--- config.mk ---
export PLATFORM = sky130hd
export DESIGN_NAME = bbox_extract
export DESIGN_NICKNAME = d
export VERILOG_FILES = /design/src/rtl/bbox_extract.sv
export SDC_FILE = /design/constraint.sdc
export NUM_CORES = 1
export LEC_CHECK = 0
export BUFFER_PORTS_ARGS = -buffer_cell sky130_fd_sc_hd__buf_2
export CAP_MARGIN = 20
export CORE_UTILIZATION = 25
export DETAILED_ROUTE_END_ITERATION = 8
export MAX_ROUTING_LAYER = met4
export PLACE_DENSITY = 0.39
export SKIP_LAST_GASP = 1
export SLEW_MARGIN = 30
export SYNTH_ARGS = -nofsm -noshare
export SYNTH_HDL_FRONTEND = slang
export SYNTH_SLANG_ARGS = --single-unit
export TNS_END_PERCENT = 50
--- constraint.sdc ---
create_clock -name clock -period 3.83 [get_ports clock]
set_clock_uncertainty 0.15 [all_clocks]
set_input_delay 0.383 -clock clock [delete_from_list [all_inputs] [get_ports clock]]
set_output_delay 0.383 -clock clock [all_outputs]
set_load 0.01 [all_outputs]
--- src/rtl/bbox_extract.sv ---
`default_nettype none
// ============================================================================
//  Module   : bbox_extract
//  Purpose  : Reads raster-order pixels from a first-word-fall-through FIFO
//             and tracks the bounding box of all non-zero pixels in a frame.
//             When the frame ends, the box is committed to registered outputs
//             if enough hit pixels were seen. Otherwise the previous box is
//             held and box_valid is cleared.
//  Ports    : clock      - rising-edge clock
//             reset      - asynchronous active-high reset
//             in_empty   - upstream FIFO empty flag
//             in_rd_en   - upstream FIFO read strobe (pixel accepted)
//             in_dout    - 24-bit FWFT pixel word
//             x, y       - top-left corner of last committed box
//             width,
//             height     - size of last committed box in pixels
//             box_valid  - last committed frame reached MIN_HITS
//             frame_done - one-cycle pulse as each commit becomes visible
//  Revision : 1.0  initial release
// ============================================================================
module bbox_extract #(
  parameter int IMG_WIDTH  = 640,
  parameter int IMG_HEIGHT = 480,
  parameter int MIN_HITS   = 16
) (
  input  logic        clock,
  input  logic        reset,
  input  logic        in_empty,
  output logic        in_rd_en,
  input  logic [23:0] in_dout,
  output logic [9:0]  x,
  output logic [9:0]  y,
  output logic [9:0]  width,
  output logic [9:0]  height,
  output logic        box_valid,
  output logic        frame_done
);

  localparam logic [0:0]  ST_SCAN    = 1'b0;
  localparam logic [0:0]  ST_COMMIT  = 1'b1;

  localparam logic [9:0]  C_LAST_COL = 10'(IMG_WIDTH - 1);
  localparam logic [9:0]  C_LAST_ROW = 10'(IMG_HEIGHT - 1);
  localparam logic [9:0]  C_MIN_INIT = 10'h3FF;
  localparam logic [9:0]  C_MAX_INIT = 10'h000;
  localparam logic [18:0] C_MIN_HITS = 19'(MIN_HITS);
  localparam logic [18:0] C_HIT_SAT  = 19'h7FFFF;

  logic [0:0]  r_state;
  logic [0:0]  w_next_state;

  logic [9:0]  r_col;
  logic [9:0]  r_row;
  logic [9:0]  r_min_x;
  logic [9:0]  r_max_x;
  logic [9:0]  r_min_y;
  logic [9:0]  r_max_y;
  logic [18:0] r_hit_count;

  logic [9:0]  r_x;
  logic [9:0]  r_y;
  logic [9:0]  r_width;
  logic [9:0]  r_height;
  logic        r_box_valid;
  logic        r_frame_done;

  logic        w_rd_en;
  logic        w_commit;
  logic        w_hit;
  logic        w_col_last;
  logic        w_row_last;
  logic        w_last_accept;
  logic        w_box_ok;
  logic [9:0]  w_box_w;
  logic [9:0]  w_box_h;

  // --------------------------------------------------------------------------
  // FSM: state register
  // --------------------------------------------------------------------------
  always_ff @(posedge clock or posedge reset) begin
    if (reset) begin
      r_state <= ST_SCAN;
    end else begin
      r_state <= w_next_state;
    end
  end

  // --------------------------------------------------------------------------
  // FSM: next-state logic
  // --------------------------------------------------------------------------
  always_comb begin
    w_next_state = r_state;
    case (r_state)
      ST_SCAN: begin
        if (w_last_accept) begin
          w_next_state = ST_COMMIT;
        end
      end
      default: begin
        w_next_state = ST_SCAN;
      end
    endcase
  end

  // --------------------------------------------------------------------------
  // FSM: outputs
  // Reset gates the read strobe directly so that no FIFO word is popped
  // while reset is asserted, even before the state register has settled.
  // --------------------------------------------------------------------------
  always_comb begin
    w_rd_en  = 1'b0;
    w_commit = 1'b0;
    case (r_state)
      ST_SCAN: begin
        w_rd_en = !in_empty && !reset;
      end
      default: begin
        w_commit = 1'b1;
      end
    endcase
  end

  assign in_rd_en      = w_rd_en;
  assign w_hit         = w_rd_en && (in_dout != 24'h000000);
  assign w_col_last    = (r_col == C_LAST_COL);
  assign w_row_last    = (r_row == C_LAST_ROW);
  assign w_last_accept = w_rd_en && w_col_last && w_row_last;

  // --------------------------------------------------------------------------
  // Raster position of the pixel currently at the FIFO head
  // --------------------------------------------------------------------------
  always_ff @(posedge clock or posedge reset) begin
    if (reset) begin
      r_col <= 10'd0;
      r_row <= 10'd0;
    end else if (w_commit) begin
      r_col <= 10'd0;
      r_row <= 10'd0;
    end else if (w_rd_en) begin
      if (w_col_last) begin
        r_col <= 10'd0;
        r_row <= w_row_last ? 10'd0 : r_row + 10'd1;
      end else begin
        r_col <= r_col + 10'd1;
      end
    end
  end

  // --------------------------------------------------------------------------
  // Per-frame hit trackers. The final pixel of the frame is absorbed on the
  // SCAN->COMMIT edge, so the COMMIT cycle sees the complete frame.
  // --------------------------------------------------------------------------
  always_ff @(posedge clock or posedge reset) begin
    if (reset) begin
      r_min_x     <= C_MIN_INIT;
      r_max_x     <= C_MAX_INIT;
      r_min_y     <= C_MIN_INIT;
      r_max_y     <= C_MAX_INIT;
      r_hit_count <= 19'd0;
    end else if (w_commit) begin
      r_min_x     <= C_MIN_INIT;
      r_max_x     <= C_MAX_INIT;
      r_min_y     <= C_MIN_INIT;
      r_max_y     <= C_MAX_INIT;
      r_hit_count <= 19'd0;
    end else if (w_hit) begin
      if (r_col < r_min_x) r_min_x <= r_col;
      if (r_col > r_max_x) r_max_x <= r_col;
      if (r_row < r_min_y) r_min_y <= r_row;
      if (r_row > r_max_y) r_max_y <= r_row;
      if (r_hit_count != C_HIT_SAT) begin
        r_hit_count <= r_hit_count + 19'd1;
      end
    end
  end

  // --------------------------------------------------------------------------
  // Committed box. A full-frame box (max-min+1) reaches 640/480, which still
  // fits in 10 bits.
  // --------------------------------------------------------------------------
  assign w_box_ok = (r_hit_count >= C_MIN_HITS);
  assign w_box_w  = r_max_x - r_min_x + 10'd1;
  assign w_box_h  = r_max_y - r_min_y + 10'd1;

  always_ff @(posedge clock or posedge reset) begin
    if (reset) begin
      r_x          <= 10'd0;
      r_y          <= 10'd0;
      r_width      <= 10'd0;
      r_height     <= 10'd0;
      r_box_valid  <= 1'b0;
      r_frame_done <= 1'b0;
    end else begin
      r_frame_done <= w_commit;
      if (w_commit) begin
        r_box_valid <= w_box_ok;
        if (w_box_ok) begin
          r_x      <= r_min_x;
          r_y      <= r_min_y;
          r_width  <= w_box_w;
          r_height <= w_box_h;
        end
      end
    end
  end

  assign x          = r_x;
  assign y          = r_y;
  assign width      = r_width;
  assign height     = r_height;
  assign box_valid  = r_box_valid;
  assign frame_done = r_frame_done;

endmodule
`default_nettype wire

==> flow_summary.toml <==
[grt]
grt-ovfl-total = 0
grt_usage_pct = 13.6
grt_pass1_vias = 5460
antenna_found_initial = 0
grt_pass1_wl_um = 29500
grt_max_degree = 87

[hold_path]
hold_path.class = "in2reg"

[detailed_routing]
viasPerCell = 4.54
postRouteAntennaNets = 0
drc = 0
wl_per_cell_um = 14.9
wirelength_um = 17600
drt_iter0_drc = 208
drtPass1Iterations = 4
num_vias = 5371

[setup_path]
cp.required_ns = 3.30
max_stage_delay_ns = 0.53
worst-setup-path-type = "in2out"
startpoint_type = "input pin"
cpMostUsedCell = "buf_2"
path_delay_family = "buffers and inverters"
cp-end-kind = "primary output"
path_buf_inv = 4
worstPathMaxFanout = 7
crit_slowest_cell = "dlygate4sd3_1"
arrival_ns = 2.28
critical_path.cell_chain = "dlygate4sd3_1 > buf_2 > nor2_1 > nand2_1 > inv_1 > buf_2"

[cells_and_area]
seqCellArea_um2 = 3080
diodes = 0
drive_gt1_share_pct = 17.0
nets = 904
syn_to_final_growth_pct = 19.8
fin_cells = 1184
fin_util_pct = 30.8
multi_input_area_um2 = 3640
filler_cell_count = 2892

[sta]
setup_viol = 0
timing.fmax_mhz = 356
max_slew.worst_pin.slew_ns = 0.739
fin_setup_tns_ns = 0
finalHoldViolations = 0
maxSlewHeadroom_pct = 50.2
grt_setup_unrepaired = "no"
finalCritPeriodShare_pct = 73.4
fin_crit_ns = 2.81
drv_slew = 0

[power_and_ir_drop]
p_sw_mw = 1.40
p_int_mw = 2.88
power_leakage_nw = 3.94
power.total_mw = 4.27
ir_drop_mv = 0.268
p_sw_share_pct = 32.7
pwr-share-seq_pct = 36.4
power-per-cell-area_nw_per_um2 = 510
clockPowerShare_pct = 36.0
combPwrFrac_pct = 27.6

[synth]
synth_common_cells = "dfrtp_1 (102), nand2_1 (81), ha_1 (76), o21ai_0 (69), inv_1 (56)"
synth_area_leaders = "dfrtp_1 (37%), ha_1 (14%), dfstp_2 (7.5%)"
async_flop_share_pct = 100
synth.largest_area_cell = "dfrtp_1"
ys_seq_area_share_pct = 44.0
yosys.cell_types.count = 53
synth_area_um2 = 6990
synth.most_common_cell = "dfrtp_1"
synthAdderAreaFrac_pct = 14.2
synth_fp_nets = 827
synth-compound-area-share_pct = 14.4
avgSynthCellArea_um2 = 9.69
synth_xor_area_share_pct = 5.64
synthDominantCellAreaShare_pct = 36.5
yosys_warnings = 0
synth_mux_area_share_pct = 0
synthCells = 722
synth_top_family_by_area = "simple AND/OR/NAND/NOR gates"
synth_edf_count = 0
synth_seq_cells = 122
synth_ff_type = "dfrtp_1"
synthSimpleGateAreaFrac_pct = 17.6

[clocking]
clock-sinks = 122
postCtsSetupBuffers = 0
cts_resized = 0
path_clk_slew_ns = 0.05
cts_tree = "built"
insertion_delay_ns = 0.42
clk_path_buf_depth = 2
h-tree-depth = 4
clockRootBuffer = "clkbuf_16"
numCtsBuffers = 17

[die]
core_region_area_um2 = 27200
rows = 60
initial_utilization_pct = 25.7
io_pins = 70
die_w_um = 169
fp.dieH_um = 169
dieArea_um2 = 28600

[placement]
numPlacedInstances = 1151
routabilityCongestion = 0.722
hpwl_um = 12600
io_buffers = 69

[flow_run]
max_cap_viol_count = 0

[status]
status = "complete, no violations"
[layer usage]
layer | vias to the layer above | global-route usage (%) | routed length, um
li1 | 2725 | - | -
met5 | - | - | 0
met2 | 106 | 19.5 | 7450
met3 | 15 | 2.47 | 520
met1 | 2525 | 19.1 | 9400
met4 | 0 | 4.50 | 270
[layout make-up]
| cell class | instances | area share (%) |
|---|---|---|
| clock buffer | 21 | 5.50 |
| inverter | 56 | 2.54 |
| sequential | 122 | 36.7 |
| tap | 372 | 5.56 |
| timing repair buffer | 77 | 5.02 |
| clock inverter | 11 | 1.16 |
| multi-input combinational | 525 | 43.5 |
[cell usage in the layout, fill, tap and decap left out, types with 19 or more instances in the layout]
master / count
o21ai_0: 69
nor3_1: 19
nand3_1: 19
a22o_1: 21
xnor2_1: 27
nor2_1: 54
inv_1: 55
nand2_1: 80
nor4_1: 19
dfrtp_1: 102
buf_2: 69
dfstp_2: 20
ha_1: 76
[tightest hold or removal path, stage by stage]
cell,delay (ns)
buf_2,0.09
nor2_1,0.09
nand2_1,0.10
xor2_1,0.06
nor2_1,0.07
[power groups by stage]
| stage | sequential, mW | clock, mW | combinational, mW |
|---|---|---|---|
| detailed placement | 1.57 | 0 | 1.19 |
| global placement | 1.57 | 0 | 1.18 |
| CTS | 1.55 | 1.59 | 1.20 |
| global route | 1.57 | 1.64 | 1.37 |
| finish | 1.55 | 1.54 | 1.18 |
| floorplan | 1.53 | 0 | 0.907 |
[logic make-up (layout without fill, tap and decap cells)]
group,after synthesis,after routing
flip-flops,122,122
adder cells (fa/ha/maj),78,78
XOR/XNOR,45,45
buffers and inverters,75,165
AND/OR/NAND/NOR,249,249
AO/OA/AOI/OAI,153,153
[state kept, by name (all words and copies together), names as in the netlist]
name / flops
r_min_y: 10
r_max_y: 10
y: 10
height: 10
r_min_x: 10
r_state: 1
r_row: 10
r_col: 10
r_hit_count: 19
r_max_x: 10
x: 10
box_valid: 1
width: 10
frame_done: 1
[worst paths after layout]
kind | startpoint | endpoint | slack, ns | cells past startpoint
max reg2reg | r_state | r_max_y[0] | 1.04 | 6
min | in_empty | r_col[2] | 0.28 | 5
min reg2reg | width[1] | width[1] | 0.32 | 2
min in group asynchronous | reset | r_col[9] | 0.43 | 3
max in group asynchronous | reset | r_min_y[6] | 2.22 | 4
max | reset | in_rd_en | 1.02 | 6
[per-stage QoR]
stage / hold WS, ns / instance area, um2 / setup slack, ns
after floorplan: 0.219 / 6990 / 0.0876
after global placement: 0.306 / 7790 / 1.02
after detailed placement: 0.308 / 7810 / 0.939
after CTS: 0.273 / 8380 / 0.924
after global routing: 0.342 / 8380 / 0.761
final: 0.282 / 8380 / 1.02
[what timing repair did]
action / in CTS / in global routing
hold endpoints to repair: 33 / 0
hold buffers: 1 / 0
endpoints found under the setup margin: 0 / 0
Power figures use the tool's default switching activity.
